==> src/rtl/video_layer_mixer_if.sv <==
// Pixel, timing and configuration bundle between a video source and the layer mixer.
// The master side drives layers, strobes and config writes; the slave side returns the composite.
interface video_layer_mixer_if #(
   parameter int NLAYERS  = 4,
   parameter int COLSPC   = 10,
   parameter int ALPHASPC = 4
);
   localparam int SELW = $clog2(NLAYERS);

   logic                             video_enable;
   logic                             vsync;
   logic                             hsync;
   logic                             frame_start;
   logic                             line_start;
   logic [NLAYERS-1:0][COLSPC-1:0]   layer_red;
   logic [NLAYERS-1:0][COLSPC-1:0]   layer_green;
   logic [NLAYERS-1:0][COLSPC-1:0]   layer_blue;

   logic                             cfg_wr;
   logic [SELW-1:0]                  cfg_sel;
   logic                             cfg_en;
   logic [3*COLSPC-1:0]              cfg_key;
   logic [ALPHASPC-1:0]              cfg_alpha;
   logic                             cfg_pending;

   logic [COLSPC-1:0]                red;
   logic [COLSPC-1:0]                green;
   logic [COLSPC-1:0]                blue;
   logic                             de_out;
   logic                             vsync_out;
   logic                             hsync_out;
   logic                             frame_start_out;
   logic                             line_start_out;

   modport master (
      output video_enable, vsync, hsync, frame_start, line_start,
      output layer_red, layer_green, layer_blue,
      output cfg_wr, cfg_sel, cfg_en, cfg_key, cfg_alpha,
      input  cfg_pending,
      input  red, green, blue,
      input  de_out, vsync_out, hsync_out, frame_start_out, line_start_out
   );

   modport slave (
      input  video_enable, vsync, hsync, frame_start, line_start,
      input  layer_red, layer_green, layer_blue,
      input  cfg_wr, cfg_sel, cfg_en, cfg_key, cfg_alpha,
      output cfg_pending,
      output red, green, blue,
      output de_out, vsync_out, hsync_out, frame_start_out, line_start_out
   );
endinterface

==> src/rtl/video_layer_mixer.sv <==
// N-layer compositor: colour-key/enable visibility, top-two alpha blend, 3-cycle pipeline.
// Layer configuration is double-buffered and swapped in on frame_start.
module video_layer_mixer #(
   parameter int NLAYERS  = 4,
   parameter int COLSPC   = 10,
   parameter int ALPHASPC = 4
) (
   input  logic                 video_clk_pix,
   input  logic                 video_rst_n,
   video_layer_mixer_if.slave   bus
);
   localparam int PW = COLSPC + ALPHASPC + 1;

   typedef struct packed {
      logic                en;
      logic [3*COLSPC-1:0] key;
      logic [ALPHASPC-1:0] alpha;
   } layer_cfg_t;

   // Default set reproduces plain priority compositing with black as transparent.
   localparam layer_cfg_t CFG_DEFAULT = '{1'b1, {(3*COLSPC){1'b0}}, {ALPHASPC{1'b1}}};

   layer_cfg_t pend_cfg [NLAYERS];
   layer_cfg_t act_cfg  [NLAYERS];
   logic       pending;
   logic       wr_ok;

   assign wr_ok           = bus.cfg_wr && (int'(bus.cfg_sel) < NLAYERS);
   assign bus.cfg_pending = pending;

   always_ff @(posedge video_clk_pix or negedge video_rst_n) begin
      if (!video_rst_n) begin
         for (int i = 0; i < NLAYERS; i++) begin
            pend_cfg[i] <= CFG_DEFAULT;
            act_cfg[i]  <= CFG_DEFAULT;
         end
         pending <= 1'b0;
      end else begin
         if (bus.frame_start) begin
            for (int i = 0; i < NLAYERS; i++) act_cfg[i] <= pend_cfg[i];
            pending <= 1'b0;
         end
         // A write landing on frame_start goes to pending only and keeps the flag up.
         if (wr_ok) begin
            pend_cfg[bus.cfg_sel] <= '{bus.cfg_en, bus.cfg_key, bus.cfg_alpha};
            pending               <= 1'b1;
         end
      end
   end

   logic [NLAYERS-1:0]               vis_in;
   logic [NLAYERS-1:0][ALPHASPC-1:0] alpha_in;
   logic [4:0]                       strb_in;

   assign strb_in = {bus.video_enable, bus.vsync, bus.hsync, bus.frame_start, bus.line_start};

   always_comb begin
      vis_in   = '0;
      alpha_in = '0;
      for (int i = 0; i < NLAYERS; i++) begin
         vis_in[i]   = act_cfg[i].en &&
                       ({bus.layer_red[i], bus.layer_green[i], bus.layer_blue[i]} != act_cfg[i].key);
         alpha_in[i] = act_cfg[i].alpha;
      end
   end

   logic [NLAYERS-1:0][COLSPC-1:0]   s1_r, s1_g, s1_b;
   logic [NLAYERS-1:0]               s1_vis;
   logic [NLAYERS-1:0][ALPHASPC-1:0] s1_alpha;
   logic [4:0]                       s1_strb;

   always_ff @(posedge video_clk_pix or negedge video_rst_n) begin
      if (!video_rst_n) begin
         s1_r     <= '0;
         s1_g     <= '0;
         s1_b     <= '0;
         s1_vis   <= '0;
         s1_alpha <= '0;
         s1_strb  <= '0;
      end else begin
         s1_r     <= bus.layer_red;
         s1_g     <= bus.layer_green;
         s1_b     <= bus.layer_blue;
         s1_vis   <= vis_in;
         s1_alpha <= alpha_in;
         s1_strb  <= strb_in;
      end
   end

   logic [COLSPC-1:0]   top_r, top_g, top_b;
   logic [COLSPC-1:0]   bot_r, bot_g, bot_b;
   logic [ALPHASPC-1:0] top_alpha;

   // Ascending scan: each newly visible layer pushes the previous top down to bottom.
   always_comb begin
      top_r     = '0;
      top_g     = '0;
      top_b     = '0;
      bot_r     = '0;
      bot_g     = '0;
      bot_b     = '0;
      top_alpha = '1;
      for (int i = 0; i < NLAYERS; i++) begin
         if (s1_vis[i]) begin
            bot_r     = top_r;
            bot_g     = top_g;
            bot_b     = top_b;
            top_r     = s1_r[i];
            top_g     = s1_g[i];
            top_b     = s1_b[i];
            top_alpha = s1_alpha[i];
         end
      end
   end

   logic [COLSPC-1:0]   s2_top_r, s2_top_g, s2_top_b;
   logic [COLSPC-1:0]   s2_bot_r, s2_bot_g, s2_bot_b;
   logic [ALPHASPC-1:0] s2_alpha;
   logic [4:0]          s2_strb;

   always_ff @(posedge video_clk_pix or negedge video_rst_n) begin
      if (!video_rst_n) begin
         s2_top_r <= '0;
         s2_top_g <= '0;
         s2_top_b <= '0;
         s2_bot_r <= '0;
         s2_bot_g <= '0;
         s2_bot_b <= '0;
         s2_alpha <= '0;
         s2_strb  <= '0;
      end else begin
         s2_top_r <= top_r;
         s2_top_g <= top_g;
         s2_top_b <= top_b;
         s2_bot_r <= bot_r;
         s2_bot_g <= bot_g;
         s2_bot_b <= bot_b;
         s2_alpha <= top_alpha;
         s2_strb  <= s1_strb;
      end
   end

   function automatic logic [COLSPC-1:0] blend(input logic [COLSPC-1:0]   t,
                                               input logic [COLSPC-1:0]   b,
                                               input logic [ALPHASPC-1:0] a);
      logic [PW-1:0] inv;
      logic [PW-1:0] sum;
      inv = (PW'(1) << ALPHASPC) - PW'(a);
      sum = PW'(t) * PW'(a) + PW'(b) * inv;
      if (a == {ALPHASPC{1'b1}}) return t;
      return COLSPC'(sum >> ALPHASPC);
   endfunction

   logic [COLSPC-1:0] mix_r, mix_g, mix_b;

   assign mix_r = blend(s2_top_r, s2_bot_r, s2_alpha);
   assign mix_g = blend(s2_top_g, s2_bot_g, s2_alpha);
   assign mix_b = blend(s2_top_b, s2_bot_b, s2_alpha);

   always_ff @(posedge video_clk_pix or negedge video_rst_n) begin
      if (!video_rst_n) begin
         bus.red             <= '0;
         bus.green           <= '0;
         bus.blue            <= '0;
         bus.de_out          <= 1'b0;
         bus.vsync_out       <= 1'b0;
         bus.hsync_out       <= 1'b0;
         bus.frame_start_out <= 1'b0;
         bus.line_start_out  <= 1'b0;
      end else begin
         bus.red             <= s2_strb[4] ? mix_r : '0;
         bus.green           <= s2_strb[4] ? mix_g : '0;
         bus.blue            <= s2_strb[4] ? mix_b : '0;
         bus.de_out          <= s2_strb[4];
         bus.vsync_out       <= s2_strb[3];
         bus.hsync_out       <= s2_strb[2];
         bus.frame_start_out <= s2_strb[1];
         bus.line_start_out  <= s2_strb[0];
      end
   end
endmodule

==> src/flat_wrapper.sv <==
// flat-port wrapper written by rule: the top's interface ports become plain ports
module video_layer_mixer_flat 
#(
   parameter int NLAYERS  = 4,
   parameter int COLSPC   = 10,
   parameter int ALPHASPC = 4
)
  (video_clk_pix, video_rst_n, bus_video_enable, bus_vsync, bus_hsync, bus_frame_start, bus_line_start, bus_layer_red, bus_layer_green, bus_layer_blue, bus_cfg_wr, bus_cfg_sel, bus_cfg_en, bus_cfg_key, bus_cfg_alpha, bus_cfg_pending, bus_red, bus_green, bus_blue, bus_de_out, bus_vsync_out, bus_hsync_out, bus_frame_start_out, bus_line_start_out);
  video_layer_mixer_if #(.NLAYERS(NLAYERS), .COLSPC(COLSPC), .ALPHASPC(ALPHASPC)) bus_i ();
  input  logic video_clk_pix;
  input  logic video_rst_n;
  input wire logic [$bits(bus_i.video_enable)-1:0] bus_video_enable;
  input wire logic [$bits(bus_i.vsync)-1:0] bus_vsync;
  input wire logic [$bits(bus_i.hsync)-1:0] bus_hsync;
  input wire logic [$bits(bus_i.frame_start)-1:0] bus_frame_start;
  input wire logic [$bits(bus_i.line_start)-1:0] bus_line_start;
  input wire logic [$bits(bus_i.layer_red)-1:0] bus_layer_red;
  input wire logic [$bits(bus_i.layer_green)-1:0] bus_layer_green;
  input wire logic [$bits(bus_i.layer_blue)-1:0] bus_layer_blue;
  input wire logic [$bits(bus_i.cfg_wr)-1:0] bus_cfg_wr;
  input wire logic [$bits(bus_i.cfg_sel)-1:0] bus_cfg_sel;
  input wire logic [$bits(bus_i.cfg_en)-1:0] bus_cfg_en;
  input wire logic [$bits(bus_i.cfg_key)-1:0] bus_cfg_key;
  input wire logic [$bits(bus_i.cfg_alpha)-1:0] bus_cfg_alpha;
  output wire logic [$bits(bus_i.cfg_pending)-1:0] bus_cfg_pending;
  output wire logic [$bits(bus_i.red)-1:0] bus_red;
  output wire logic [$bits(bus_i.green)-1:0] bus_green;
  output wire logic [$bits(bus_i.blue)-1:0] bus_blue;
  output wire logic [$bits(bus_i.de_out)-1:0] bus_de_out;
  output wire logic [$bits(bus_i.vsync_out)-1:0] bus_vsync_out;
  output wire logic [$bits(bus_i.hsync_out)-1:0] bus_hsync_out;
  output wire logic [$bits(bus_i.frame_start_out)-1:0] bus_frame_start_out;
  output wire logic [$bits(bus_i.line_start_out)-1:0] bus_line_start_out;
  assign bus_i.video_enable = bus_video_enable;
  assign bus_i.vsync = bus_vsync;
  assign bus_i.hsync = bus_hsync;
  assign bus_i.frame_start = bus_frame_start;
  assign bus_i.line_start = bus_line_start;
  assign bus_i.layer_red = bus_layer_red;
  assign bus_i.layer_green = bus_layer_green;
  assign bus_i.layer_blue = bus_layer_blue;
  assign bus_i.cfg_wr = bus_cfg_wr;
  assign bus_i.cfg_sel = bus_cfg_sel;
  assign bus_i.cfg_en = bus_cfg_en;
  assign bus_i.cfg_key = bus_cfg_key;
  assign bus_i.cfg_alpha = bus_cfg_alpha;
  assign bus_cfg_pending = bus_i.cfg_pending;
  assign bus_red = bus_i.red;
  assign bus_green = bus_i.green;
  assign bus_blue = bus_i.blue;
  assign bus_de_out = bus_i.de_out;
  assign bus_vsync_out = bus_i.vsync_out;
  assign bus_hsync_out = bus_i.hsync_out;
  assign bus_frame_start_out = bus_i.frame_start_out;
  assign bus_line_start_out = bus_i.line_start_out;
  video_layer_mixer #(.NLAYERS(NLAYERS), .COLSPC(COLSPC), .ALPHASPC(ALPHASPC)) u_core (.video_clk_pix(video_clk_pix), .video_rst_n(video_rst_n), .bus(bus_i));
endmodule
==> config.mk <==
export PLATFORM = sky130hd
export DESIGN_NAME = video_layer_mixer_flat
export DESIGN_NICKNAME = d
export VERILOG_FILES = /design/src/rtl/video_layer_mixer_if.sv /design/src/rtl/video_layer_mixer.sv /design/src/flat_wrapper.sv
export SDC_FILE = /design/constraint.sdc
export NUM_CORES = 1
export LEC_CHECK = 0
export ABC_AREA = 1
export CORE_MARGIN = 5
export CORE_UTILIZATION = 38
export CTS_BUF_LIST = sky130_fd_sc_hd__clkbuf_16
export CTS_CLUSTER_SIZE = 40
export DETAILED_ROUTE_END_ITERATION = 7
export PLACE_DENSITY = 0.67
export SLEW_MARGIN = 20
export SYNTH_ARGS = -nofsm -noshare
export SYNTH_HDL_FRONTEND = slang
export SYNTH_SLANG_ARGS = --single-unit
==> constraint.sdc <==
create_clock -name video_clk_pix -period 5.9 [get_ports video_clk_pix]
set_input_delay 1.18 -clock video_clk_pix [delete_from_list [all_inputs] [get_ports video_clk_pix]]
set_output_delay 1.18 -clock video_clk_pix [all_outputs]
set_load 0.03 [all_outputs]
## Word level (Yosys, flattened, before mapping)

Index checks and enable logic that the tools add are counted.

| storage, ports and cells | value |
|---|---|
| output and inout port bits | 36 |
| flip-flop bits (word level) | 530 |
| logic and storage cells | 123 |

| operators by class | value |
|---|---|
| mux-type cells | 40 |
| multiply operators | 6 |
| bitwise operators | 1 |
| order comparisons | 2 |
| reduce and logical (&&, ||, !) cells | 6 |
| add/sub/neg operators | 4 |
| eq/ne operators | 5 |

Operator list:

| kind | number |
|---|---|
| $mux 10 | 30 |
| $bwmux 140 | 1 |
| $ne 30x30->1 | 4 |
| $demux 35 s2 | 1 |
| $mul 10x15->14 | 3 |
| $add 14x14->14 | 3 |
| $mul 10x4->14 | 3 |
| $mux 35 | 1 |
| $mux 4 | 4 |
| $sub 5x4->6 const A | 1 |
| $logic_and 1x1->1 | 5 |
| $eq 4x4->1 const B | 1 |
| $ge 3x3->1 const B | 1 |
| $lt 3x1->1 const B | 1 |
| $mux 1 | 3 |
| $not 2->3 | 1 |
| $reduce_bool 2->1 | 1 |

## Logic depth before layout (Yosys ltp)

| logic depth | value |
|---|---|
| depth in word-level cells | 6 |
| gate-level depth with buffers | 31 |
| depth with buffers taken out | 27 |

## Worst setup path before layout

OpenSTA, ideal clock, no wires.

| path | value |
|---|---|
| path type | register to register |
| from | reg u_core.s2_alpha[0] |
| to | reg u_core.bus.green[9] |
| stages on the path, launching flop included | 30 |
| slack | -0.298 ns |
| required time | 5.822 ns |
| arrival | 6.120 ns |
| clock period less this slack | 6.198 ns |
| library setup time | 0.078 ns |
| cell sequence | dfrtp_1 -> buf_4 -> clkbuf_1 -> clkbuf_1 -> inv_1 -> ha_1 -> xnor2_2 -> clkbuf_1 -> nand2_1 -> fa_1 -> fa_1 -> inv_1 -> fa_1 -> inv_1 -> fa_1 -> inv_1 -> fa_1 -> inv_1 -> fa_1 -> inv_1 -> ha_1 -> nand2_1 -> nor2_1 -> and3_1 -> nand2_1 -> nand2_1 -> inv_1 -> nand2_1 -> nand3_1 -> a21oi_1 |

| on the way | value |
|---|---|
| word-level cells in the longest chain between the ends | 5 |

Ends and longest elaborated chain:

| what | line | text |
|---|---|---|
| start, declared | video_layer_mixer.sv:118 | `logic [ALPHASPC-1:0] s2_alpha;` |
| start signal, assigned | video_layer_mixer.sv:138 | `s2_alpha <= top_alpha;` |
| $sub 5x4->6 | video_layer_mixer.sv:148 | `inv = (PW'(1) << ALPHASPC) - PW'(a);` |
| $mul 10x15->14 | video_layer_mixer.sv:149 | `sum = PW'(t) * PW'(a) + PW'(b) * inv;` |
| $add 14x14->14 | video_layer_mixer.sv:149 |  |
| $mux 10 * | video_layer_mixer.sv:151 | `return COLSPC'(sum >> ALPHASPC);` |
| $mux 10 * | video_layer_mixer.sv:172 | `bus.green <= s2_strb[4] ? mix_g : '0;` |
| end signal, assigned | video_layer_mixer.sv:172 |  |
| end, declared | video_layer_mixer_if.sv:49 | `output red, green, blue,` |

Every way passes the cells marked *; elsewhere a longest branch is shown, timed or not.
A chain may end at the register's enable or synchronous reset.

## Final worst setup path

Ends and elaborated chain as after synthesis.

==> qor.json <==
{
  "slew_at_the_pin_with_the_worst_max_slew_slack_ns": 1.06,
  "initial_utilization_pct": 38.4,
  "synth_enable_flop_cells": 0,
  "grt.total_usage_pct": 17.5,
  "nNetsFinal": 3990,
  "detailedRoute.firstIterationViolations": 1324,
  "period_minus_slack_ns": 5.56,
  "synth_area_leaders": "sky130_fd_sc_hd__dfrtp_1 (40%), sky130_fd_sc_hd__fa_1 (11%), sky130_fd_sc_hd__nand2_1 (9.5%)",
  "buffer_ports.inserted": 200,
  "critical_path_arrival_ns": 6.07,
  "yosysSeqAreaShare_pct": 43.8,
  "die_height_um": 293,
  "async_flop_share_pct": 100,
  "synth_top_cell_area_share_pct": 40.4,
  "vias_in_the_first_global_route": 21900,
  "numClockSinks": 530,
  "ys_types": 44,
  "most-common-layout-cells": "sky130_fd_sc_hd__nand2_1 (769), sky130_fd_sc_hd__inv_1 (599), sky130_fd_sc_hd__dfrtp_1 (488), sky130_fd_sc_hd__o21ai_0 (305), sky130_fd_sc_hd__clkdlybuf4s50_1 (198)",
  "clockRootBuffer": "sky130_fd_sc_hd__clkbuf_16",
  "routed_wirelength_mm": 75.1,
  "tritoncts": "built",
  "hold_viol": 0,
  "setup.worst_path.end_class": "flip-flop",
  "syn-cell-area_um2": 30400,
  "critPathKind": "flip-flop to flip-flop",
  "antenna_violations_before_repair": 15,
  "die_width_um": 293,
  "fin_worst_skew_ns": 0.0304,
  "synth_flop_cell": "sky130_fd_sc_hd__dfrtp_1",
  "postSynthAreaPerCell_um2": 9.18,
  "core_area_um2": 79100,
  "cts.path.max_buffers": 3,
  "dieArea_um2": 85600,
  "wire_length_of_the_first_global_routing_pass_mm": 121,
  "cell_type_contributing_the_most_total_cell_area_after_synthesis": "sky130_fd_sc_hd__dfrtp_1",
  "max_cap_viol_count": 0,
  "remaining_drc_errors": 0,
  "tns_ns": 0,
  "final_max_slew_viol_count": 0,
  "grt_setup_unrepaired": "false",
  "layout.cells.most_common": "sky130_fd_sc_hd__nand2_1",
  "layout-drive-gt1-share_pct": 9.16,
  "setup_viol_count_final": 0,
  "grt_overflow": 0,
  "antenna_violating_nets_post_route": 0,
  "synth_fp_nets": 3818,
  "place_hpwl_mm": 56.8,
  "areaGrowthSynthToFinish_pct": 16.5,
  "tritoncts.num_buffers": 56,
  "hold_class": "flip-flop to flip-flop",
  "fmaxAchievable_ghz": 0.180,
  "outcome": "finished clean",
  "ios": 201,
  "ys_seq_elements": 530,
  "cts-htree-levels": 2,
  "cts.hold.buffers_added": 0,
  "worst-endpoint-required_ns": 6.42,
  "path_max_fanout": 7,
  "rows": 103,
  "drt_pass1_iterations": 5,
  "detail_route.vias_per_cell": 4.74,
  "place.gp.congestion": 0.872,
  "number_of_cells_produced_by_synthesis": 3309,
  "layout_worst_path_cycle_share_pct": 94.2,
  "via_total_after_detailed_routing": 21700,
  "cts.reportedPaths.clkPinSlew_ns": 0.06,
  "routed_wire_length_per_instance_um": 16.4,
  "insertion_delay_ns": 0.62,
  "maxSlewHeadroom_pct": 29.5,
  "worstSetupStartpointType": "flip-flop",
  "synth_warnings": 0,
  "fillerInstances": 7600,
  "maximum_number_of_pins_on_one_net_before_global_route_repair": 139
}
==> area by class of cell <==
type	count	area [um^2]	area share, %
antenna	8	20.0	0.0566
clock buffer	56	1400	3.96
clock inverter	48	424	1.20
inverter	593	2230	6.30
multi-input combinational	2066	14300	40.6
sequential	530	13300	37.7
tap	1050	1310	3.72
timing repair buffer	234	2310	6.54
==> sequential cells by signal (all words and copies together) (netlist names), 16 cells and up <==
| register | count |
|---|---|
| u_core.pend_cfg | 140 |
| u_core.s1_r | 40 |
| u_core.s1_b | 40 |
| u_core.act_cfg | 140 |
| u_core.s1_g | 40 |
| u_core.s1_alpha | 16 |
==> per-stage QoR <==
stage / instances / utilization, % / cell area (um^2) / worst slack [ns] / hold slack (ns)
global placement: 4472 / 42.3 / 33500 / 0.323 / 0.333
global route: 4584 / 44.7 / 35400 / 0.00460 / 0.354
detailed placement: 4472 / 42.3 / 33500 / 0.242 / 0.335
floorplan: 3309 / - / 30400 / 0.00255 / 0.331
finish: 4585 / 44.7 / 35400 / 0.344 / 0.350
CTS: 4576 / 44.6 / 35300 / 0.214 / 0.350
==> routing by layer <==
metal / share of wire, % / GRT usage, %
met5: 0.061 / 0
met4: 2.4 / 4.72
met3: 4.9 / 2.77
met2: 45 / 27.6
met1: 48 / 25.4
==> final timing paths <==
path,endpoint,from,depth (start not counted),slack (ns)
setup / recovery,u_core.bus.green[9],u_core.s2_alpha[0],26,0.34
hold / removal,u_core.bus.line_start_out,u_core.s2_strb[0],0,0.35
setup reg to reg,u_core.bus.green[9],u_core.s2_alpha[0],26,0.34
hold reg to reg,u_core.bus.line_start_out,u_core.s2_strb[0],0,0.35
max in group asynchronous,u_core.s1_r[23],video_rst_n,2,4.11
min in group asynchronous,u_core.pend_cfg[93],video_rst_n,1,0.56
==> cells in the mapped netlist, drive strengths merged, types with 40 or more instances <==
library cell / instances
a21oi: 57
mux2: 94
xnor2: 67
nand3: 81
nand2: 779
dfstp: 40
dfrtp: 490
inv: 593
o21ai: 331
ha: 176
or2: 40
nor2: 126
clkbuf: 79
fa: 168
buf: 41
==> what timing repair did <==
action / in CTS / in global routing
buffers inserted: 0 / 1
resized for setup: 0 / 3
setup endpoints to repair: 0 / 7
==> critical path, stage by stage, from the launching register on <==
cell and delay (ns):
sky130_fd_sc_hd__dfrtp_2 0.42, sky130_fd_sc_hd__inv_1 0.07, sky130_fd_sc_hd__ha_2 0.24, sky130_fd_sc_hd__xnor2_2 0.16, sky130_fd_sc_hd__buf_4 0.20, sky130_fd_sc_hd__nand2_1 0.08
sky130_fd_sc_hd__fa_1 0.51, sky130_fd_sc_hd__fa_1 0.49, sky130_fd_sc_hd__inv_1 0.05, sky130_fd_sc_hd__fa_1 0.47, sky130_fd_sc_hd__inv_1 0.05, sky130_fd_sc_hd__fa_1 0.47
sky130_fd_sc_hd__inv_1 0.05, sky130_fd_sc_hd__fa_1 0.48, sky130_fd_sc_hd__inv_1 0.05, sky130_fd_sc_hd__fa_1 0.47, sky130_fd_sc_hd__inv_1 0.06, sky130_fd_sc_hd__ha_4 0.29
sky130_fd_sc_hd__nand2_1 0.09, sky130_fd_sc_hd__nor2_1 0.14, sky130_fd_sc_hd__and3_1 0.16, sky130_fd_sc_hd__nand2_1 0.05, sky130_fd_sc_hd__nand2_1 0.07, sky130_fd_sc_hd__inv_1 0.04
sky130_fd_sc_hd__nand2_1 0.05, sky130_fd_sc_hd__nand3_1 0.06, sky130_fd_sc_hd__a21oi_1 0.17
==> logic make-up (layout without fill, tap and decap cells) <==
group / count (synthesis) / after routing / synth area share, %
and+or+nand+nor: 1095 / 1095 / 15.0
buffers and inverters: 713 / 931 / 9.03
DFF: 530 / 530 / 43.8
AOI/OAI and AO/OA: 445 / 445 / 7.77
adders and majority gates: 344 / 344 / 18.3
muxes: 94 / 94 / 3.49
xor gates and xnor gates: 88 / 88 / 2.56
other: 0 / 8 / 0
Power is not shown: default switching activity piles up to over one toggle a cycle in this logic, so the estimate is an artifact.
